[src/rtl/ir_pkg.sv]
// Shared types and presets for the IR packet transmitter.
// Holds the colour and state encodings, the per-colour burst sizes
// (start/gap/select/assert/deassert, in carrier periods), and the carrier
// half-period calculation.
package ir_pkg;

    localparam int unsigned BURST_W = 8;

    typedef enum logic [1:0] {
        COL_BLUE   = 2'd0,
        COL_YELLOW = 2'd1,
        COL_GREEN  = 2'd2,
        COL_RED    = 2'd3
    } colour_t;

    typedef struct packed {
        logic [BURST_W-1:0] start;
        logic [BURST_W-1:0] gap;
        logic [BURST_W-1:0] select;
        logic [BURST_W-1:0] asserted;
        logic [BURST_W-1:0] deasserted;
    } burst_cfg_t;

    typedef enum logic [2:0] {
        ST_IDLE,
        ST_START,
        ST_GAP,
        ST_SELECT,
        ST_DIR,
        ST_END,
        ST_WAIT
    } state_t;

    // Four-entry burst-size table indexed by colour.
    function automatic burst_cfg_t burst_preset(input colour_t c);
        burst_cfg_t cfg;
        case (c)
            COL_YELLOW: cfg = '{8'd88,  8'd40, 8'd22, 8'd44, 8'd22};
            COL_GREEN:  cfg = '{8'd88,  8'd40, 8'd44, 8'd44, 8'd22};
            COL_RED:    cfg = '{8'd192, 8'd24, 8'd24, 8'd48, 8'd24};
            default:    cfg = '{8'd191, 8'd25, 8'd47, 8'd47, 8'd22};
        endcase
        return cfg;
    endfunction

    // Carrier half-period in clocks, truncated: clk_freq / (2 * f_carrier).
    function automatic int unsigned half_period(input int unsigned clk_freq, input colour_t c);
        int unsigned h;
        case (c)
            COL_YELLOW: h = clk_freq / 80_000;
            COL_GREEN:  h = clk_freq / 75_000;
            default:    h = clk_freq / 72_000;
        endcase
        return h;
    endfunction

endpackage

[src/rtl/ir_packet_tx_if.sv]
// Request/status bundle between the IR register block (master) and the
// packet transmitter (slave).
//   command     - direction bits, MSB sent first
//   colour      - car colour preset
//   send_packet - start request
//   repeat_en   - periodic retransmit enable
//   busy, done  - transmitter status
//   ir_led      - modulated LED drive
interface ir_packet_tx_if
    import ir_pkg::*;
#(
    parameter int unsigned NUM_CMD = 4
);
    logic [NUM_CMD-1:0] command;
    colour_t            colour;
    logic               send_packet;
    logic               repeat_en;
    logic               busy;
    logic               done;
    logic               ir_led;

    modport master (
        output command, colour, send_packet, repeat_en,
        input  busy, done, ir_led
    );

    modport slave (
        input  command, colour, send_packet, repeat_en,
        output busy, done, ir_led
    );
endinterface

[src/rtl/ir_carrier_gen.sv]
// Carrier divider for the IR LED.
// Counts 0..HALF-1 and toggles phase on each wrap; restart forces count=0,
// phase=1. period_tick_c marks the cycle whose edge takes phase 0->1, i.e.
// the last cycle of each full carrier period.
//   clk, resetn    - clock, synchronous active-low reset
//   restart        - restart carrier phase
//   colour         - selects the half-period
//   phase          - registered carrier phase
//   period_tick_c  - end-of-period strobe (combinational)
module ir_carrier_gen
    import ir_pkg::*;
#(
    parameter int unsigned CLK_FREQ = 100_000_000
) (
    input  logic    clk,
    input  logic    resetn,
    input  logic    restart,
    input  colour_t colour,
    output logic    phase,
    output logic    period_tick_c
);
    localparam int unsigned HALF_BLUE   = half_period(CLK_FREQ, COL_BLUE);
    localparam int unsigned HALF_YELLOW = half_period(CLK_FREQ, COL_YELLOW);
    localparam int unsigned HALF_GREEN  = half_period(CLK_FREQ, COL_GREEN);
    localparam int unsigned HALF_RED    = half_period(CLK_FREQ, COL_RED);
    // 36 kHz (blue/red) is the lowest carrier, so it has the longest half-period.
    localparam int unsigned HALF_MAX    = HALF_BLUE;
    localparam int unsigned CW          = (HALF_MAX > 1) ? $clog2(HALF_MAX) : 1;

    logic [CW-1:0] count;
    logic [CW-1:0] half_m1;
    logic          wrap_c;

    // Per-colour terminal count.
    always_comb begin
        half_m1 = CW'(HALF_BLUE - 1);
        case (colour)
            COL_YELLOW: half_m1 = CW'(HALF_YELLOW - 1);
            COL_GREEN:  half_m1 = CW'(HALF_GREEN - 1);
            COL_RED:    half_m1 = CW'(HALF_RED - 1);
            default:    half_m1 = CW'(HALF_BLUE - 1);
        endcase
        wrap_c        = (count == half_m1);
        period_tick_c = wrap_c && !phase;
    end

    // Divider and phase register.
    always_ff @(posedge clk) begin
        if (!resetn) begin
            count <= '0;
            phase <= 1'b0;
        end else if (restart) begin
            count <= '0;
            phase <= 1'b1;
        end else if (wrap_c) begin
            count <= '0;
            phase <= ~phase;
        end else begin
            count <= count + CW'(1);
        end
    end

endmodule

[src/rtl/ir_packet_tx.sv]
// IR packet transmitter.
// Sends START, GAP, SELECT, GAP, then NUM_CMD x (DIR, GAP) bursts of a
// colour-dependent carrier, pulses DONE, and optionally repeats every
// REPEAT_MS measured start to start.
//   CLK, RESETN - clock, synchronous active-low reset
//   bus         - request/status bundle (slave side)
module ir_packet_tx
    import ir_pkg::*;
#(
    parameter int unsigned CLK_FREQ  = 100_000_000,
    parameter int unsigned NUM_CMD   = 4,
    parameter int unsigned CNT_W     = 8,
    parameter int unsigned REPEAT_MS = 100
) (
    input  logic           CLK,
    input  logic           RESETN,
    ir_packet_tx_if.slave  bus
);
    localparam int unsigned REPEAT_CYCLES = CLK_FREQ / 1000 * REPEAT_MS;
    localparam int unsigned TMR_W = (REPEAT_CYCLES > 1) ? $clog2(REPEAT_CYCLES) : 1;
    localparam int unsigned FLD_W = (NUM_CMD > 1) ? $clog2(NUM_CMD) : 1;
    localparam logic [TMR_W-1:0] TMR_LAST = TMR_W'(REPEAT_CYCLES - 1);
    localparam logic [TMR_W-1:0] TMR_MAX  = {TMR_W{1'b1}};

    state_t             state_q, state_d;
    state_t             gap_next_q, gap_next_d;
    logic [CNT_W-1:0]   cnt_q, cnt_d;
    logic [FLD_W-1:0]   field_q, field_d;
    logic [NUM_CMD-1:0] cmd_q, cmd_d;
    colour_t            colour_q, colour_d;
    logic [TMR_W-1:0]   tmr_q, tmr_d;
    logic               busy_q, busy_d;
    logic               done_q, done_d;
    logic               led_q, led_d;

    logic               restart_c;
    logic               phase;
    logic               period_tick_c;
    burst_cfg_t         cfg_c;
    logic [CNT_W-1:0]   size_c;
    logic [CNT_W-1:0]   cnt_inc_c;
    logic               in_region_c;
    logic               in_burst_c;
    logic               region_end_c;

    ir_carrier_gen #(
        .CLK_FREQ(CLK_FREQ)
    ) u_carrier (
        .clk          (CLK),
        .resetn       (RESETN),
        .restart      (restart_c),
        .colour       (colour_q),
        .phase        (phase),
        .period_tick_c(period_tick_c)
    );

    // Size of the current region and end-of-region detect.
    always_comb begin
        cfg_c       = burst_preset(colour_q);
        size_c      = '0;
        in_region_c = 1'b1;
        in_burst_c  = 1'b0;
        case (state_q)
            ST_START:  begin size_c = CNT_W'(cfg_c.start);  in_burst_c = 1'b1; end
            ST_GAP:    size_c = CNT_W'(cfg_c.gap);
            ST_SELECT: begin size_c = CNT_W'(cfg_c.select); in_burst_c = 1'b1; end
            ST_DIR: begin
                size_c     = cmd_q[field_q] ? CNT_W'(cfg_c.asserted) : CNT_W'(cfg_c.deasserted);
                in_burst_c = 1'b1;
            end
            default:   in_region_c = 1'b0;
        endcase
        cnt_inc_c    = cnt_q + CNT_W'(1);
        region_end_c = in_region_c && period_tick_c && (cnt_inc_c == size_c);
    end

    // Next-state and output logic.
    always_comb begin
        state_d    = state_q;
        gap_next_d = gap_next_q;
        cnt_d      = cnt_q;
        field_d    = field_q;
        cmd_d      = cmd_q;
        colour_d   = colour_q;
        tmr_d      = (tmr_q == TMR_MAX) ? tmr_q : tmr_q + TMR_W'(1);
        restart_c  = 1'b0;

        if (in_region_c && period_tick_c) begin
            cnt_d = cnt_inc_c;
        end

        case (state_q)
            ST_IDLE: begin
                if (bus.send_packet) restart_c = 1'b1;
            end
            ST_START: begin
                if (region_end_c) begin
                    state_d    = ST_GAP;
                    gap_next_d = ST_SELECT;
                end
            end
            ST_SELECT: begin
                if (region_end_c) begin
                    state_d    = ST_GAP;
                    gap_next_d = ST_DIR;
                end
            end
            ST_DIR: begin
                if (region_end_c) begin
                    state_d = ST_GAP;
                    if (field_q == '0) begin
                        gap_next_d = ST_END;
                    end else begin
                        gap_next_d = ST_DIR;
                        field_d    = field_q - FLD_W'(1);
                    end
                end
            end
            ST_GAP: begin
                if (region_end_c) state_d = gap_next_q;
            end
            ST_END: begin
                // An overdue repeat restarts straight from END.
                if (!bus.repeat_en)          state_d   = ST_IDLE;
                else if (tmr_q >= TMR_LAST)  restart_c = 1'b1;
                else                         state_d   = ST_WAIT;
            end
            ST_WAIT: begin
                if (!bus.repeat_en)          state_d   = ST_IDLE;
                else if (tmr_q >= TMR_LAST)  restart_c = 1'b1;
            end
            default: state_d = ST_IDLE;
        endcase

        if (region_end_c) cnt_d = '0;

        if (restart_c) begin
            state_d    = ST_START;
            gap_next_d = ST_SELECT;
            cnt_d      = '0;
            field_d    = FLD_W'(NUM_CMD - 1);
            cmd_d      = bus.command;
            colour_d   = bus.colour;
            tmr_d      = '0;
        end

        busy_d = (state_d != ST_IDLE);
        done_d = (state_d == ST_END);
        led_d  = phase && in_burst_c;
    end

    // State and output registers.
    always_ff @(posedge CLK) begin
        if (!RESETN) begin
            state_q    <= ST_IDLE;
            gap_next_q <= ST_SELECT;
            cnt_q      <= '0;
            field_q    <= '0;
            cmd_q      <= '0;
            colour_q   <= COL_BLUE;
            tmr_q      <= '0;
            busy_q     <= 1'b0;
            done_q     <= 1'b0;
            led_q      <= 1'b0;
        end else begin
            state_q    <= state_d;
            gap_next_q <= gap_next_d;
            cnt_q      <= cnt_d;
            field_q    <= field_d;
            cmd_q      <= cmd_d;
            colour_q   <= colour_d;
            tmr_q      <= tmr_d;
            busy_q     <= busy_d;
            done_q     <= done_d;
            led_q      <= led_d;
        end
    end

    assign bus.busy   = busy_q;
    assign bus.done   = done_q;
    assign bus.ir_led = led_q;

endmodule
[src/flat_wrapper.sv]
// flat-port wrapper written by rule: the top's interface ports become plain ports
module ir_packet_tx_flat import ir_pkg::*;
#(
    parameter int unsigned CLK_FREQ  = 100_000_000,
    parameter int unsigned NUM_CMD   = 4,
    parameter int unsigned CNT_W     = 8,
    parameter int unsigned REPEAT_MS = 100
)
  (CLK, RESETN, bus_command, bus_colour, bus_send_packet, bus_repeat_en, bus_busy, bus_done, bus_ir_led);
  ir_packet_tx_if #(.NUM_CMD(NUM_CMD)) bus_i ();
  input  logic CLK;
  input  logic RESETN;
  input wire logic [$bits(bus_i.command)-1:0] bus_command;
  input wire logic [$bits(bus_i.colour)-1:0] bus_colour;
  input wire logic [$bits(bus_i.send_packet)-1:0] bus_send_packet;
  input wire logic [$bits(bus_i.repeat_en)-1:0] bus_repeat_en;
  output wire logic [$bits(bus_i.busy)-1:0] bus_busy;
  output wire logic [$bits(bus_i.done)-1:0] bus_done;
  output wire logic [$bits(bus_i.ir_led)-1:0] bus_ir_led;
  assign bus_i.command = bus_command;
  assign bus_i.colour = bus_colour;
  assign bus_i.send_packet = bus_send_packet;
  assign bus_i.repeat_en = bus_repeat_en;
  assign bus_busy = bus_i.busy;
  assign bus_done = bus_i.done;
  assign bus_ir_led = bus_i.ir_led;
  ir_packet_tx #(.CLK_FREQ(CLK_FREQ), .NUM_CMD(NUM_CMD), .CNT_W(CNT_W), .REPEAT_MS(REPEAT_MS)) u_core (.CLK(CLK), .RESETN(RESETN), .bus(bus_i));
endmodule
[config.mk]
export PLATFORM = sky130hd
export DESIGN_NAME = ir_packet_tx_flat
export DESIGN_NICKNAME = d
export VERILOG_FILES = /design/src/rtl/ir_pkg.sv /design/src/rtl/ir_packet_tx_if.sv /design/src/rtl/ir_carrier_gen.sv /design/src/rtl/ir_packet_tx.sv /design/src/flat_wrapper.sv
export SDC_FILE = /design/constraint.sdc
export NUM_CORES = 1
export LEC_CHECK = 0
export BUFFER_PORTS_ARGS = -buffer_cell sky130_fd_sc_hd__buf_4
export CORE_ASPECT_RATIO = 0.7
export CORE_MARGIN = 5
export CORE_UTILIZATION = 55
export CTS_BUF_LIST = sky130_fd_sc_hd__clkbuf_4
export DETAILED_ROUTE_END_ITERATION = 10
export GPL_ROUTABILITY_DRIVEN = 0
export PLACE_DENSITY = 0.75
export SLEW_MARGIN = 10
export SYNTH_ARGS = -nofsm -noshare
export SYNTH_HDL_FRONTEND = slang
export SYNTH_SLANG_ARGS = --single-unit
[constraint.sdc]
create_clock -name CLK -period 4.1 [get_ports CLK]
set_clock_uncertainty 0.15 [all_clocks]
set_input_delay 0.41 -clock CLK [delete_from_list [all_inputs] [get_ports CLK]]
set_output_delay 0.41 -clock CLK [all_outputs]
set_load 0.01 [all_outputs]
==> results of run 1 <==
## flip-flops by register name, summed over array words and instances, names as in the netlist
name                    count
u_core.cmd_q                4
u_core.cnt_q                8
u_core.tmr_q               24
u_core.state_q              3
u_core.field_q              2
u_core.u_carrier.count     11
u_core.gap_next_q           3
u_core.u_carrier.phase      1
u_core.bus.done             1
u_core.colour_q             2
u_core.bus.ir_led           1
u_core.bus.busy             1
## cells in the final DEF (no fill, tap or decap), types with 5 or more instances in the layout
master / count
a21o_1: 6
xnor2_1: 25
a21oi_1: 13
nand2_1: 25
nor2_1: 68
dfxtp_1: 61
nor3_1: 10
nand3_1: 19
mux2i_1: 9
nand2b_1: 7
inv_1: 17
xor2_1: 25
nand4_1: 9
o21ai_0: 6
ha_1: 12
clkbuf_4: 10
or2_2: 5
buf_4: 16
and3_1: 12
## power groups by stage
stage / sequential (uW) / combinational (uW) / clock, uW
3_5_place_dp: 631 / 114 / 0
2_1_floorplan: 626 / 85.9 / 0
4_1_cts: 618 / 114 / 437
6_report: 618 / 115 / 419
5_1_grt: 620 / 126 / 469
3_3_place_gp: 630 / 110 / 0
## layout make-up
class                      instances  area share
sequential                        61       0.320
inverter                          17      0.0167
multi-input combinational        324       0.569
timing repair buffer              16      0.0315
clock inverter                     6      0.0167
tap                               78      0.0256
clock buffer                      10      0.0197
## cell families (layout without fill, tap and decap cells)
logic type               count (synthesis)  after routing  synth area share
AO/OA/AOI/OAI                           57             57             0.120
buffers and inverters                   33             49            0.0386
XOR/XNOR                                50             50             0.124
multiplexers                            13             13            0.0415
flip-flops                              61             61             0.346
adder cells (fa/ha/maj)                 12             12            0.0426
AND/OR/NAND/NOR                        192            192             0.287
## through the flow
stage | utilization | std cells | power (uW)
2_1_floorplan | - | 418 | 712
3_3_place_gp | 0.591 | 496 | 741
3_5_place_dp | 0.591 | 496 | 745
5_1_grt | 0.613 | 512 | 1220
4_1_cts | 0.613 | 512 | 1170
6_report | 0.613 | 512 | 1150
## worst max-delay path by stage
stage | from | to | slack, ps | cells past startpoint
after floorplan | u_core.colour_q[0]$_SDFFE_PN0P_ | u_core.bus.done$_SDFF_PN0_ | 680 | 10
after detailed placement | u_core.colour_q[0]$_SDFFE_PN0P_ | u_core.bus.done$_SDFF_PN0_ | 480 | 10
after global routing | u_core.colour_q[0]$_SDFFE_PN0P_ | u_core.bus.done$_SDFF_PN0_ | 80 | 10
final | u_core.colour_q[1]$_SDFFE_PN0P_ | u_core.bus.done$_SDFF_PN0_ | 390 | 9
after CTS | u_core.colour_q[0]$_SDFFE_PN0P_ | u_core.bus.done$_SDFF_PN0_ | 400 | 10
after global placement | u_core.colour_q[0]$_SDFFE_PN0P_ | u_core.bus.busy$_SDFF_PN0_ | 570 | 11
## worst max-delay path: stages (launching register included)
cell and delay, ps:
dfxtp_1 490, inv_1 160, ha_1 370, nor4b_1 330, xor2_1 300, mux2_2 380
nor3_1 500, nor4_1 180, or4b_1 590, a211oi_2 180
## routing by layer
| layer | routed length [um] | vias up | track usage |
|---|---|---|---|
| met5 | 0 | - | 0 |
| met4 | 92 | 0 | 0.0660 |
| met3 | 580 | 13 | 0.0621 |
| met2 | 3140 | 98 | 0.282 |
| met1 | 3870 | 1403 | 0.276 |
| li1 | - | 1495 | - |
==> flow_summary.json, run 1 <==
{
  "clkTransAtPathRegs_ps": 110,
  "synth_cell_types": 65,
  "async_reset_ff_frac": 0,
  "port_buffers": 12,
  "firstDrtPassIters": 4,
  "seq_power_share": 0.536,
  "status": "finished clean",
  "netlist_area_um2": 3530,
  "required_ps": 4270,
  "hold_viol": 0,
  "yosys_warnings": 0,
  "drive_gt1_frac": 0.124,
  "worst-setup-path-type": "flip-flop to flip-flop",
  "drc": 0,
  "whs_ps": 86.6,
  "dp_hpwl_um": 5650,
  "timing.fmax_mhz": 270,
  "report.final.slew_viol_count": 0,
  "rsz0062_at_grt": "false",
  "yosysMostFrequentCell": "nor2_1",
  "switching_share": 0.268,
  "avgSynthCellArea_um2": 8.44,
  "grt.overflow.total": 0,
  "fp.dieW_um": 106,
  "min_from": "bus_command[3]",
  "cts_resized": 0,
  "layout.filler_cells": 548,
  "initial_core_util": 0.568,
  "synth-seq-cells": 61,
  "maxCapViolCount": 0,
  "clkPwrFrac": 0.364,
  "ys.flop_type": "dfxtp_1",
  "cts_setup_buffers": 0,
  "dieArea_um2": 8140,
  "synth_top_cell_by_area": "dfxtp_1",
  "wl_um": 7680,
  "syn_nets": 440,
  "htreeDepth": 3,
  "pin_count": 13,
  "synth_edf_count": 0,
  "multi_input_area_um2": 2170,
  "synth.area.top_cells": "dfxtp_1 (35%), nor2_1 (7.2%), xnor2_1 (6.2%)",
  "groute.usage.overall": 0.196,
  "vdd_drop_max_v": 0.000177,
  "die_h_um": 77.0,
  "timing.rr.end": "u_core.bus.done$_SDFF_PN0_",
  "setup_tns_ps": 0,
  "grt_pass1_vias": 2729,
  "clkLatencyLatePin_ps": 400,
  "pwr-share-comb": 0.100,
  "syn2layout_area_growth_pct": 8.05,
  "cts_sinks": 61,
  "reg2reg_from": "u_core.colour_q[1]$_SDFFE_PN0P_",
  "worst_pin_slew_ps": 828,
  "min_period_ps": 3710,
  "hold_buffers": 0,
  "cts_root_buf": "clkbuf_4",
  "min_path_cells": 3,
  "rrSetupSlack_ps": 390,
  "hold_end": "u_core.cmd_q[3]$_SDFFE_PN0P_",
  "ant_nets": 0,
  "placed_cell_area_um2": 3670,
  "min_path_type": "input port to flip-flop",
  "regArea_um2": 1220,
  "drt_iter0_drc": 277,
  "synthCells": 418,
  "clock_path_buffers": 2,
  "worst_ep_arrival_time_ps": 3880,
  "critPathCaptureType": "flip-flop",
  "p_switching_uw": 309,
  "grt_max_degree": 27,
  "intPower_uw": 844,
  "cts_tree": "done",
  "antenna_found_initial": 0,
  "leakage_uw": 0.00140,
  "synth_top_area_frac": 0.346,
  "worst_slack_ps": 392,
  "core_um2": 6220,
  "routed_via_density": 5.88,
  "antenna_cells": 0,
  "fin_nets": 451,
  "setup_violations": 0,
  "grt_pass1_wl_um": 13000,
  "path_max_fanout": 6,
  "dp_worst_setup_slack_ps": 477,
  "finish.instance_area_um2": 3810,
  "rows": 24,
  "timing.final.crit_share": 0.904,
  "seq_area_frac_synth": 0.346,
  "wl_per_cell_um": 15.0,
  "num_vias": 3009,
  "synth_common_cells": "nor2_1 (68), dfxtp_1 (61), nand2_1 (25), xnor2_1 (25), xor2_1 (25)",
  "worst-r2r-cell-count": 9,
  "start_kind": "flip-flop",
  "slew_headroom": 0.446,
  "p_per_area_nw_per_um2": 302,
  "cts_made_buffers": 9
}
No activity file was read; power rests on OpenSTA's default activity.
==> run 2, diff against run 1 <==
SETUP_SLACK_MARGIN = 0.4   (was not set)
==> run 2 against run 1 <==
First-iteration DRC count is 6.5% lower. Final area is 1.4% higher. Sequential power hardly changed. Final cell count is 0.20% higher. Flip-flop and latch count stayed put. Worst hold slack worse by 0.76 ps. Non-clock buffer count is 1 higher. Sequential share of layout area is 0.25 points lower. Largest cell class unchanged. Largest power group unchanged.
==> flow_summary.json, run 2 (synthesis results as in run 1) <==
{
  "status": "finished clean",
  "grt_pass1_vias": 2729,
  "min_period_ps": 3520,
  "worst_path_max_delay_cell": "mux4_2",
  "dieArea_um2": 8140,
  "pin_count": 13,
  "clkLatencyLatePin_ps": 400,
  "core_um2": 6220,
  "fin_nets": 452,
  "mostFrequentLayoutCell": "nor2_1",
  "port_buffers": 12,
  "regMostFlops": "u_core.tmr_q",
  "firstDrtPassIters": 5,
  "setup_violations": 0,
  "worst-path-stages": 8,
  "clock_path_buffers": 2,
  "switching_share": 0.270,
  "groute.usage.overall": 0.196,
  "timing.fmax_mhz": 284,
  "grt.overflow.total": 0,
  "num_vias": 3008,
  "intPower_uw": 847,
  "p_per_area_nw_per_um2": 300,
  "final_cell_mix": "nor2_1 (68), dfxtp_1 (59), nand2_1 (25), xor2_1 (25), xnor2_1 (25)",
  "antenna_cells": 0,
  "timing.final.crit_share": 0.858,
  "routed_via_density": 5.86,
  "cts_made_buffers": 9,
  "layout.filler_cells": 538,
  "multi_input_area_um2": 2210,
  "vdd_drop_max_v": 0.000177,
  "max_stage_delay_ps": 630,
  "cts_sinks": 61,
  "placed_cell_area_um2": 3670,
  "critPathCaptureType": "flip-flop",
  "clkPwrFrac": 0.363,
  "largest_reg_flops": 24,
  "drt_iter0_drc": 259,
  "min_path_cells": 3,
  "grt_pass1_wl_um": 13000,
  "largestRegisters": "u_core.tmr_q: 24 flops, u_core.u_carrier.count: 11 flops, u_core.cnt_q: 8 flops",
  "start_kind": "flip-flop",
  "cp_top_family": "simple AND/OR/NAND/NOR gates",
  "regArea_um2": 1230,
  "wl_per_cell_um": 15.1,
  "required_ps": 4280,
  "leakage_uw": 0.00142,
  "wl_um": 7770,
  "report.final.slew_viol_count": 0,
  "worst-setup-path-type": "flip-flop to flip-flop",
  "cts_root_buf": "clkbuf_4",
  "ant_nets": 0,
  "path_max_fanout": 7,
  "clkTransAtPathRegs_ps": 110,
  "cts_tree": "done",
  "rows": 24,
  "maxCapViolCount": 0,
  "rsz0062_at_grt": "false",
  "syn2layout_area_growth_pct": 9.57,
  "hold_viol": 0,
  "htreeDepth": 3,
  "drive_gt1_frac": 0.143,
  "pwr-share-comb": 0.105,
  "worst-path-buf-inv": 0,
  "worst_pin_slew_ps": 882,
  "setup_tns_ps": 0,
  "fp.dieW_um": 106,
  "finish.instance_area_um2": 3870,
  "slew_headroom": 0.410,
  "p_switching_uw": 313,
  "drc": 0,
  "worst-r2r-cell-count": 8,
  "dp_hpwl_um": 5650,
  "seq_power_share": 0.532,
  "die_h_um": 77.0,
  "power_uw": 1160,
  "antenna_found_initial": 0,
  "hold_buffers": 0,
  "min_path_type": "input port to flip-flop",
  "grt_max_degree": 27,
  "initial_core_util": 0.568,
  "worst_ep_arrival_time_ps": 3690,
  "path_cells": "mux4_2 -> a32oi_2 -> xor2_1 -> or4b_1 -> or4_4 -> nor2_1 -> mux2_2 -> a211oi_2"
}
## run 2: cell count changes in the layout (fill, tap and decap cells not counted), sizes merged
cell  change
buf       +1
## run 2: cell type report
cell class | instances | area share
well taps | 78 | 0.0252
repair buffers | 17 | 0.0330
inverters | 17 | 0.0165
clock inverters | 6 | 0.0165
clock buffers | 10 | 0.0194
multi-input cells | 324 | 0.572
flip-flops and latches | 61 | 0.318
## run 2: what timing repair did
action / CTS / global route
gates resized for setup: 1 / 9
setup endpoints to repair: 1 / 18
buffers inserted: 0 / 1
## run 2: tightest hold or removal path, delay by kind of cell
family	cells	cell delay [ps]
buf+inv	1	80
simple gates	1	70
mux	1	50
## run 2: power by group through the flow
stage | registers [uW] | logic [uW] | clock network, uW
after detailed placement | 631 | 114 | 0
final | 618 | 121 | 422
after floorplan | 626 | 85.9 | 0
after global placement | 630 | 110 | 0
after CTS | 618 | 114 | 437
after global routing | 620 | 132 | 469
## run 2: stage by stage
step	cells	hold WS [ps]	utilization	setup WS, ps
after floorplan	418	287	-	677
after global placement	496	312	0.591	568
after detailed placement	496	308	0.591	477
after CTS	512	50.1	0.614	426
after global routing	513	69.7	0.622	397
final	513	85.8	0.622	583
## run 2: routing by layer
layer	global-route usage	part of all wire
met5	0	0
met4	0.0660	0.011
met1	0.276	0.49
met3	0.0621	0.081
met2	0.282	0.41
## run 2: path summary, 6_finish.rpt
kind	end	from	slack, ps
worst min-delay path	u_core.cmd_q[2]$_SDFFE_PN0P_	bus_command[2]	90
worst max register to register	u_core.bus.done$_SDFF_PN0_	u_core.field_q[0]$_SDFFE_PN0P_	580
worst max-delay path	u_core.bus.done$_SDFF_PN0_	u_core.field_q[0]$_SDFFE_PN0P_	580
worst min register to register	u_core.bus.ir_led$_SDFF_PN0_	u_core.u_carrier.phase$_SDFFE_PN0P_	320
==> run 3, diff against run 2 <==
BUFFER_PORTS_ARGS = -buffer_cell sky130_fd_sc_hd__buf_2   (was -buffer_cell sky130_fd_sc_hd__buf_4)
==> run 3 against run 2 <==
Sequential power about the same. Die area unchanged. Routed wire length up 0.71%. Critical path depth unchanged. Total power down 5.9%. Core utilization down 1.1 points. Critical endpoint unchanged. Largest cell class unchanged. Highest routed layer unchanged.
==> flow_summary.json, run 3 (synthesis results as in run 1) <==
{
  "worst_ep_arrival_time_ps": 3760,
  "core_um2": 6220,
  "report.final.slew_viol_count": 0,
  "cts_root_buf": "clkbuf_4",
  "max_stage_delay_ps": 620,
  "htreeDepth": 3,
  "status": "finished clean",
  "clock_path_buffers": 2,
  "timing.fmax_mhz": 281,
  "use_met1": 0.297,
  "slew_headroom": 0.320,
  "worst-path-buf-inv": 0,
  "crit_path_frequent_cell": "or3b_1",
  "drc": 0,
  "worst-setup-path-type": "flip-flop to flip-flop",
  "required_ps": 4300,
  "fp.dieW_um": 106,
  "timing.final.crit_share": 0.868,
  "clkTransAtPathRegs_ps": 120,
  "pwr-share-comb": 0.106,
  "whs_ps": 61.6,
  "groute.usage.overall": 0.204,
  "maxCapViolCount": 0,
  "dp_hpwl_um": 5710,
  "start_kind": "flip-flop",
  "grt.overflow.total": 0,
  "syn2layout_area_growth_pct": 7.62,
  "hold_buffers": 0,
  "critPathCaptureType": "flip-flop",
  "placed_cell_area_um2": 3640,
  "grt_max_degree": 30,
  "ant_nets": 0,
  "routed_via_density": 6.00,
  "wl_um": 7830,
  "rrSetupSlack_ps": 540,
  "path_max_fanout": 13,
  "vdd_drop_max_v": 0.000176,
  "grtUsageMet2": 0.295,
  "rsz0062_at_grt": "true",
  "seq_power_share": 0.565,
  "grt_util_met3": 0.0529,
  "fin_nets": 451,
  "min_path_type": "input port to flip-flop",
  "wl_per_cell_um": 15.3,
  "cp_top_family": "simple AND/OR/NAND/NOR gates",
  "num_vias": 3074,
  "regMostFlops": "u_core.tmr_q",
  "hold_viol": 0,
  "path_cells": "or3b_1 -> a21o_1 -> o211ai_2 -> or3b_1 -> or4_4 -> o41ai_2 -> or4b_1 -> a211oi_2",
  "p_per_area_nw_per_um2": 288,
  "antenna_found_initial": 0,
  "grt_pass1_vias": 2833,
  "firstDrtPassIters": 5,
  "finish.instance_area_um2": 3800,
  "worst_path_max_delay_cell": "dfxtp_1",
  "antenna_cells": 0,
  "drive_gt1_frac": 0.143,
  "top_usage_layer": "met1",
  "setup_violations": 0,
  "switching_share": 0.286,
  "intPower_uw": 780,
  "leakage_uw": 0.00139,
  "initial_core_util": 0.568,
  "final_cell_mix": "nor2_1 (67), dfxtp_1 (58), nand2_1 (25), xor2_1 (25), xnor2_1 (24)",
  "setup_tns_ps": 0,
  "power_uw": 1090,
  "grt_pass1_wl_um": 13600,
  "drt_iter0_drc": 257,
  "port_buffers": 12,
  "clkPwrFrac": 0.329,
  "rows": 24,
  "cts_sinks": 61,
  "mostFrequentLayoutCell": "nor2_1",
  "die_h_um": 77.0,
  "pin_count": 13,
  "min_period_ps": 3560,
  "largest_reg_flops": 24,
  "cts_made_buffers": 9,
  "p_switching_uw": 313,
  "cts_tree": "done",
  "clkLatencyLatePin_ps": 420,
  "worst_pin_slew_ps": 1020,
  "dieArea_um2": 8140,
  "largestRegisters": "u_core.tmr_q: 24 flops, u_core.u_carrier.count: 11 flops, u_core.cnt_q: 8 flops"
}
[run 3: changes by cell type in the layout (fill, tap and decap cells not counted), moves of 2 or more]
cell	previous run	this run
clkinv_1	0	2
buf_4	17	4
dfxtp_4	2	0
buf_2	0	12
clkinv_2	2	0
dfxtp_2	0	3
[run 3: routing by layer]
metal / wire (um) / share of wire
met1: 3950 / 0.51
met2: 3200 / 0.41
met3: 565 / 0.072
met4: 105 / 0.013
met5: 0 / 0
[run 3: worst min-delay path, cell delays in order]
cell,delay [ps]
buf_2,80
mux2i_1,50
nor2_1,70
[run 3: power by group through the flow]
| stage | clock network, uW | logic, uW | registers, uW |
|---|---|---|---|
| floorplan | 0 | 85.9 | 626 |
| global placement | 0 | 108 | 630 |
| detailed placement | 0 | 111 | 631 |
| CTS | 372 | 112 | 617 |
| global route | 404 | 128 | 620 |
| finish | 360 | 115 | 618 |
[run 3: path summary, 6_finish.rpt]
check | depth (start not counted) | endpoint | startpoint
worst max register to register | 8 | u_core.bus.done$_SDFF_PN0_ | u_core.state_q[2]$_SDFF_PN0_
worst min register to register | 2 | u_core.bus.ir_led$_SDFF_PN0_ | u_core.u_carrier.phase$_SDFFE_PN0P_
worst min-delay path | 3 | u_core.cmd_q[3]$_SDFFE_PN0P_ | bus_command[3]
worst max-delay path | 8 | u_core.bus.done$_SDFF_PN0_ | u_core.state_q[2]$_SDFF_PN0_
[run 3: layout make-up]
type	instances	area, um2
Sequential cell	61	1220
Fill cell	517	2420
Tap cell	78	97.6
Inverter	17	63.8
Clock inverter	6	38.8
Timing Repair Buffer	16	90.1
Clock buffer	10	75.1
Multi-Input combinational cell	324	2210
[run 3: through the flow]
stage	utilization	setup slack, ps	std cells
floorplan	-	677	418
global placement	0.586	557	496
detailed placement	0.586	486	496
CTS	0.604	422	512
global route	0.611	370	512
finish	0.611	539	512
[run 3: repair_timing]
item	CTS	global route
resized for setup	0	10
endpoints found under the setup margin	0	18
setup buffers	0	0
